File: src/rtl/mem_wb_stage.sv
// rtl/mem_wb_stage.sv - memory-access / writeback pipeline stage
//
// Purpose:
//   Takes the EX/WB pipeline register of the execute stage, performs the
//   data-memory access of loads and stores over a req/ready handshake,
//   extends load data and drives the register-file write port. While an
//   access is in flight, stall_read holds the EX/WB register.
//
// Optional feature:
//   MISALIGN_TRAP_EN - when defined, misaligned LH/LHU/LW/SH/SW accesses are
//   not issued to memory; a one-cycle 'misaligned' pulse is raised instead.
//
// Parameters:
//   TIMEOUT_CYCLES - max cycles in REQ waiting for dmem_ready (0 = no limit)
//   TMO_W          - timeout counter width, TIMEOUT_CYCLES < 2**TMO_W
//
// Ports:
//   clk, reset_n                  clock, asynchronous active-low reset
//   ex_result                     ALU result / store data / return address
//   ex_mem_addr                   data-memory byte address
//   ex_mem_write, ex_mem_to_reg   store / load in WB
//   ex_alu_to_reg                 instruction writes rd
//   ex_dest_reg_sel               rd
//   ex_read_address               byte offset addr[1:0]
//   ex_alu_operation              funct3 (load/store width and signedness)
//   stall_read                    1 = hold EX/WB register
//   dmem_req/we/addr/wdata/wstrb  registered memory request
//   dmem_ready, dmem_rdata        access complete, read word
//   dmem_err                      one-cycle pulse on request timeout
//   misaligned                    one-cycle pulse (MISALIGN_TRAP_EN only)
//   rf_we, rf_waddr, rf_wdata     register-file write port

module mem_wb_stage #(
  parameter int unsigned TIMEOUT_CYCLES = 255,
  parameter int unsigned TMO_W          = 8
) (
  input  logic        clk,
  input  logic        reset_n,
  input  logic [31:0] ex_result,
  input  logic [31:0] ex_mem_addr,
  input  logic        ex_mem_write,
  input  logic        ex_alu_to_reg,
  input  logic        ex_mem_to_reg,
  input  logic [4:0]  ex_dest_reg_sel,
  input  logic [1:0]  ex_read_address,
  input  logic [2:0]  ex_alu_operation,
  output logic        stall_read,
  output logic        dmem_req,
  output logic        dmem_we,
  output logic [31:0] dmem_addr,
  output logic [31:0] dmem_wdata,
  output logic [3:0]  dmem_wstrb,
  input  logic        dmem_ready,
  input  logic [31:0] dmem_rdata,
  output logic        dmem_err,
`ifdef MISALIGN_TRAP_EN
  output logic        misaligned,
`endif
  output logic        rf_we,
  output logic [4:0]  rf_waddr,
  output logic [31:0] rf_wdata
);

  typedef enum logic [1:0] {
    IDLE    = 2'd0,
    REQ     = 2'd1,
    LOAD_WB = 2'd2,
    DONE    = 2'd3
  } state_t;

  localparam bit             TMO_EN   = (TIMEOUT_CYCLES != 0);
  localparam logic [TMO_W-1:0] TMO_LAST =
    TMO_W'((TIMEOUT_CYCLES == 0) ? 0 : TIMEOUT_CYCLES - 1);

  state_t             state_q, state_d;
  logic               dmem_req_q, dmem_req_d;
  logic               dmem_we_q, dmem_we_d;
  logic [31:0]        dmem_addr_q, dmem_addr_d;
  logic [31:0]        dmem_wdata_q, dmem_wdata_d;
  logic [3:0]         dmem_wstrb_q, dmem_wstrb_d;
  logic               dmem_err_q, dmem_err_d;
  logic [TMO_W-1:0]   cnt_q, cnt_d;
  // Load buffer: read word plus the decode needed to extend it in LOAD_WB.
  logic [31:0]        ld_data_q, ld_data_d;
  logic [2:0]         ld_f3_q, ld_f3_d;
  logic [1:0]         ld_off_q, ld_off_d;
  logic [4:0]         ld_rd_q, ld_rd_d;
  logic               mis_q, mis_d;

  // Byte offset travels separately on ex_read_address; the word address
  // never needs the low bits.
  logic unused_addr_bits;
  assign unused_addr_bits = &{1'b0, ex_mem_addr[1:0]};

  // Store wins when both mem flags are set.
  logic is_store, is_load, mem_op;
  assign is_store = ex_mem_write;
  assign is_load  = ex_mem_to_reg & ~ex_mem_write;
  assign mem_op   = ex_mem_write | ex_mem_to_reg;

  function automatic logic [31:0] load_extend(input logic [31:0] w,
                                              input logic [2:0]  f3,
                                              input logic [1:0]  off);
    logic [7:0]  b;
    logic [15:0] h;
    b = w[{off, 3'b000} +: 8];
    h = off[1] ? w[31:16] : w[15:0];
    case (f3)
      3'd0:    load_extend = {{24{b[7]}}, b};
      3'd1:    load_extend = {{16{h[15]}}, h};
      3'd2:    load_extend = w;
      3'd4:    load_extend = {24'b0, b};
      3'd5:    load_extend = {16'b0, h};
      default: load_extend = w;
    endcase
  endfunction

  // Lane-replicated store data and byte strobes for the current instruction.
  logic [31:0] st_wdata;
  logic [3:0]  st_wstrb;
  always_comb begin
    st_wdata = ex_result;
    st_wstrb = 4'b0000;
    case (ex_alu_operation)
      3'd0: begin
        st_wdata = {4{ex_result[7:0]}};
        st_wstrb = 4'b0001 << ex_read_address;
      end
      3'd1: begin
        st_wdata = {2{ex_result[15:0]}};
        st_wstrb = ex_read_address[1] ? 4'b1100 : 4'b0011;
      end
      3'd2: begin
        st_wdata = ex_result;
        st_wstrb = 4'b1111;
      end
      default: begin
        st_wdata = ex_result;
        st_wstrb = 4'b0000;
      end
    endcase
  end

`ifdef MISALIGN_TRAP_EN
  function automatic logic misaligned_access(input logic       store,
                                             input logic [2:0] f3,
                                             input logic [1:0] off);
    logic half, word;
    half = (f3 == 3'd1) || (!store && (f3 == 3'd5));
    word = (f3 == 3'd2);
    misaligned_access = (half && off[0]) || (word && (off != 2'b00));
  endfunction

  logic mis_now;
  assign mis_now = misaligned_access(is_store, ex_alu_operation, ex_read_address);
`else
  logic mis_now;
  assign mis_now = 1'b0;
`endif

  always_ff @(posedge clk or negedge reset_n) begin
    if (!reset_n) begin
      state_q <= IDLE;
    end else begin
      state_q <= state_d;
    end
  end

  always_ff @(posedge clk or negedge reset_n) begin
    if (!reset_n) begin
      dmem_req_q   <= 1'b0;
      dmem_we_q    <= 1'b0;
      dmem_addr_q  <= 32'd0;
      dmem_wdata_q <= 32'd0;
      dmem_wstrb_q <= 4'd0;
      dmem_err_q   <= 1'b0;
      cnt_q        <= '0;
      ld_data_q    <= 32'd0;
      ld_f3_q      <= 3'd0;
      ld_off_q     <= 2'd0;
      ld_rd_q      <= 5'd0;
      mis_q        <= 1'b0;
    end else begin
      dmem_req_q   <= dmem_req_d;
      dmem_we_q    <= dmem_we_d;
      dmem_addr_q  <= dmem_addr_d;
      dmem_wdata_q <= dmem_wdata_d;
      dmem_wstrb_q <= dmem_wstrb_d;
      dmem_err_q   <= dmem_err_d;
      cnt_q        <= cnt_d;
      ld_data_q    <= ld_data_d;
      ld_f3_q      <= ld_f3_d;
      ld_off_q     <= ld_off_d;
      ld_rd_q      <= ld_rd_d;
      mis_q        <= mis_d;
    end
  end

  always_comb begin
    state_d      = state_q;
    dmem_req_d   = dmem_req_q;
    dmem_we_d    = dmem_we_q;
    dmem_addr_d  = dmem_addr_q;
    dmem_wdata_d = dmem_wdata_q;
    dmem_wstrb_d = dmem_wstrb_q;
    dmem_err_d   = 1'b0;
    cnt_d        = cnt_q;
    ld_data_d    = ld_data_q;
    ld_f3_d      = ld_f3_q;
    ld_off_d     = ld_off_q;
    ld_rd_d      = ld_rd_q;
    mis_d        = 1'b0;
    stall_read   = 1'b0;
    rf_we        = 1'b0;
    rf_waddr     = ex_dest_reg_sel;
    rf_wdata     = ex_result;

    case (state_q)
      IDLE: begin
        if (mem_op) begin
          stall_read = 1'b1;
          if (mis_now) begin
            mis_d   = 1'b1;
            state_d = DONE;
          end else begin
            state_d      = REQ;
            dmem_req_d   = 1'b1;
            dmem_we_d    = is_store;
            dmem_addr_d  = {ex_mem_addr[31:2], 2'b00};
            dmem_wdata_d = is_store ? st_wdata : 32'd0;
            dmem_wstrb_d = is_store ? st_wstrb : 4'b0000;
            cnt_d        = '0;
            ld_f3_d      = ex_alu_operation;
            ld_off_d     = ex_read_address;
            ld_rd_d      = ex_dest_reg_sel;
          end
        end else begin
          rf_we = ex_alu_to_reg & (ex_dest_reg_sel != 5'd0);
        end
      end

      REQ: begin
        stall_read = 1'b1;
        cnt_d      = cnt_q + TMO_W'(1);
        if (dmem_ready) begin
          dmem_req_d = 1'b0;
          dmem_we_d  = 1'b0;
          if (dmem_we_q) begin
            state_d = DONE;
          end else begin
            ld_data_d = dmem_rdata;
            state_d   = LOAD_WB;
          end
        end else if (TMO_EN && (cnt_q == TMO_LAST)) begin
          dmem_err_d = 1'b1;
          dmem_req_d = 1'b0;
          dmem_we_d  = 1'b0;
          state_d    = DONE;
        end
      end

      LOAD_WB: begin
        rf_we    = (ld_rd_q != 5'd0);
        rf_waddr = ld_rd_q;
        rf_wdata = load_extend(ld_data_q, ld_f3_q, ld_off_q);
        state_d  = IDLE;
      end

      DONE: begin
        // One idle slot so the instruction held by stall_read is consumed,
        // never re-issued.
        state_d = IDLE;
      end

      default: begin
        state_d = IDLE;
      end
    endcase

    // Combinational outputs follow the register reset while it is asserted.
    if (!reset_n) begin
      stall_read = 1'b0;
      rf_we      = 1'b0;
    end
  end

  assign dmem_req   = dmem_req_q;
  assign dmem_we    = dmem_we_q;
  assign dmem_addr  = dmem_addr_q;
  assign dmem_wdata = dmem_wdata_q;
  assign dmem_wstrb = dmem_wstrb_q;
  assign dmem_err   = dmem_err_q;
`ifdef MISALIGN_TRAP_EN
  assign misaligned = mis_q;
`endif

endmodule

File: config.mk
export PLATFORM = sky130hd
export DESIGN_NAME = mem_wb_stage
export DESIGN_NICKNAME = d
export VERILOG_FILES = /design/src/rtl/mem_wb_stage.sv
export SDC_FILE = /design/constraint.sdc
export NUM_CORES = 1
export LEC_CHECK = 0
export BUFFER_PORTS_ARGS = -buffer_cell sky130_fd_sc_hd__buf_2
export CAP_MARGIN = 15
export CORE_UTILIZATION = 45
export CTS_CLUSTER_DIAMETER = 80
export CTS_CLUSTER_SIZE = 24
export DETAILED_ROUTE_END_ITERATION = 10
export GPL_TIMING_DRIVEN = 0
export HOLD_SLACK_MARGIN = 0.05
export PLACE_DENSITY = 0.77
export SETUP_SLACK_MARGIN = 0.15
export SYNTH_ARGS = -nofsm -noshare
export SYNTH_HDL_FRONTEND = slang
export SYNTH_SLANG_ARGS = --single-unit
File: constraint.sdc
create_clock -name clk -period 3.25 [get_ports clk]
set_input_delay 0.1625 -clock clk [delete_from_list [all_inputs] [get_ports clk]]
set_output_delay 0.1625 -clock clk [all_outputs]
set_load 0.03 [all_outputs]
==> qor.yml <==
global_route:
  grt_pass1_wl_mm: 32.1
  antenna_found_initial: 2
  grt_max_degree: 88
  grt_pass1_vias: 5991
  grt_usage_pct: 30.0
  overflow: 0
critical_path:
  crit_required_ps: 3090
  critPathArrivalTime_ps: 2380
  reg2regPathDepth: 6
  crit_type: "flop to primary output"
  r2r-start: "state_q[1]"
  startpoint_type: "flop"
  timing.rr.end: "dmem_wdata[13]"
  cp-end-kind: "primary output"
  critPathMaxFanout: 10
  r2r_setup_slack_ps: 1510
power_and_ir_drop:
  p_leak_nw: 4.39
  ir_drop_mv: 0.466
  p_total_mw: 8.86
  powerDensity_mw_per_mm2: 1010
floorplanning:
  initial_core_util_pct: 46.5
  core_sq_mm: 0.0133
  num_io_pins: 222
  die_w_um: 119
  die-area_sq_mm: 0.0143
  die_y_um: 119
  row_count: 42
clocking:
  cts_setup_buffers: 0
  clock_sinks: 121
  ctsResizeCount: 0
  clockBufferDepth: 2
  htree_levels: 4
  cts_hold_buf: 71
  cts_buffers: 17
  cts.clk_slew.worst_paths_ps: 60
  clkLatencyLatePin_ps: 410
  cts_tree: "done"
  root_buffer: "clkbuf_16"
timing:
  layout_worst_path_cycle_share_pct: 78.1
  relSlewSlack_pct: 57.6
  rsz0062_at_grt: "no"
  slew_viol_final: 0
  clock.fmax_mhz: 394
  finClkSkew_ps: 7.47
  fin_setup_tns_ps: 0
  fin_ws_ps: 712
  setup_viol: 0
  hold_viol: 0
  tightestPinTransition_ps: 633
  period_needed_ps: 2540
yosys:
  synth.distinct_cells: 46
  yosysSeqAreaShare_pct: 48.8
  ys_ff_latch: 121
  ys_warn_count: 0
  synth_edf_count: 0
  ys_async_sr_fraction_pct: 100
  synthFlopType: "dfrtp_1"
  postSynthAreaPerCell_sq_um: 9.71
  syn_area_sq_mm: 0.00621
  synthCells: 639
placed_design:
  gp_congestion: 0.947
  hpwlAfterDp_mm: 14.6
  port_buffers: 217
  dpl_cell_area_sq_mm: 0.00755
  place_ws_ps: 1210
  place_inst: 1034
cells_and_area:
  drive_above_1_share_pct: 36.6
  fin_area_sq_mm: 0.00880
  mostFrequentLayoutCells: "238 x buf_2, 158 x nand2_1, 121 x dfrtp_1, 71 x dlygate4sd3_1, 44 x a21oi_1"
  layout_commonest_cell: "buf_2"
  fin_cells: 1139
  final_nets: 1062
  synthToLayoutAreaGrowth_pct: 41.8
route:
  vias: 6120
  drt_iter0_markers: 403
  ant_nets: 0
  drc: 0
  via_per_inst: 5.37
  wirelength_mm: 21.0
  wl_per_cell_um: 18.5
  first_pass_iters: 5
run_status:
  status: "finished clean"
run:
  cap_violations: 0
hold_path:
  holdPathEnd: "dmem_wdata[17]"
  hold_path_class: "input port to flop"
  hold_depth: 3
  hold_start: "ex_result[17]"
[worst max-delay path: stages (launching register included)]
cell,delay [ps]
dfrtp_1,310
buf_2,230
nor2b_2,280
clkbuf_1,460
nor2_1,170
a211oi_2,250
buf_2,250
[sequential cells by signal, indices dropped and copies added (netlist names)]
register    count
dmem_wstrb      4
cnt_q           8
dmem_wdata     32
ld_f3_q         3
state_q         2
dmem_we         1
dmem_req        1
ld_off_q        2
ld_data_q      32
dmem_err        1
dmem_addr      30
ld_rd_q         5
[how the worst max path moves through the flow]
stage               start            to  slack (ps)
3_5_place_dp   state_q[1]  rf_wdata[30]        1210
4_1_cts        state_q[1]  rf_wdata[30]         750
6_report       state_q[1]  rf_wdata[28]         710
2_1_floorplan  state_q[1]  rf_wdata[30]        1240
3_3_place_gp      reset_n         rf_we         280
5_1_grt        state_q[1]  rf_wdata[28]         610
[cells in the mapped netlist, types with 2 or more instances]
library cell	number	area [sq um]
and3_1	5	31.3
or3_1	9	56.3
clkbuf_1	15	56.3
or2_2	17	106
buf_2	22	110
a211oi_1	7	52.6
o21ai_1	3	15.0
nor3b_1	2	15.0
o21ai_0	36	180
o31ai_1	8	60.1
mux2i_1	19	190
a21oi_1	44	220
a22o_1	24	210
or4_1	3	22.5
a31oi_1	3	18.8
ha_1	2	25.0
buf_6	5	56.3
mux2_2	42	473
dfrtp_1	121	3030
a311oi_1	7	61.3
nand2b_1	3	18.8
buf_4	4	30.0
mux2_1	8	90.1
nand3_1	5	25.0
nor2_1	25	93.8
nand4_1	2	12.5
a211oi_2	10	125
nor2b_1	8	50.1
nand2_1	158	593
inv_1	6	22.5
[cell families after synthesis]
| kind of cell | share of synthesized area, % |
|---|---|
| buffers and inverters | 4.76 |
| and+or+nand+nor | 17.4 |
| muxes | 12.4 |
| AOI/OAI and AO/OA | 16.2 |
| DFF | 48.8 |
| other | 0.0604 |
| adders and majority gates | 0.403 |
[layer usage]
metal | vias up | routed length (um) | track usage (%)
met1 | 2903 | 8350 | 36.0
met2 | 321 | 10200 | 50.5
met5 | - | 0 | 0
met4 | 0 | 698 | 12.9
met3 | 44 | 1770 | 8.33
li1 | 2852 | - | -
[layout make-up]
class                      count  area, sq um
multi-input combinational    466         2890
buffer                        47          273
clock inverter                 9         75.1
antenna                        2         5.00
timing repair buffer         289         1830
sequential                   121         3030
tap                          176          220
fill                        1081         4550
clock buffer                  23          458
inverter                       6         22.5
[through the flow]
stage / util [%] / hold slack (ps)
after CTS: 65.9 / 52.8
after global routing: 65.9 / 68.7
after global placement: 56.3 / 352
after detailed placement: 56.6 / 78.6
final: 65.9 / 68.2
after floorplan: - / -133
[power breakdown]
part           total [mW]  switching [mW]  internal [mW]
Combinational        4.41            2.86           1.55
Clock                1.71           0.647           1.06
Sequential           2.74           0.526           2.21
Total                8.86            4.03           4.82
Power figures use the tool's default switching activity.
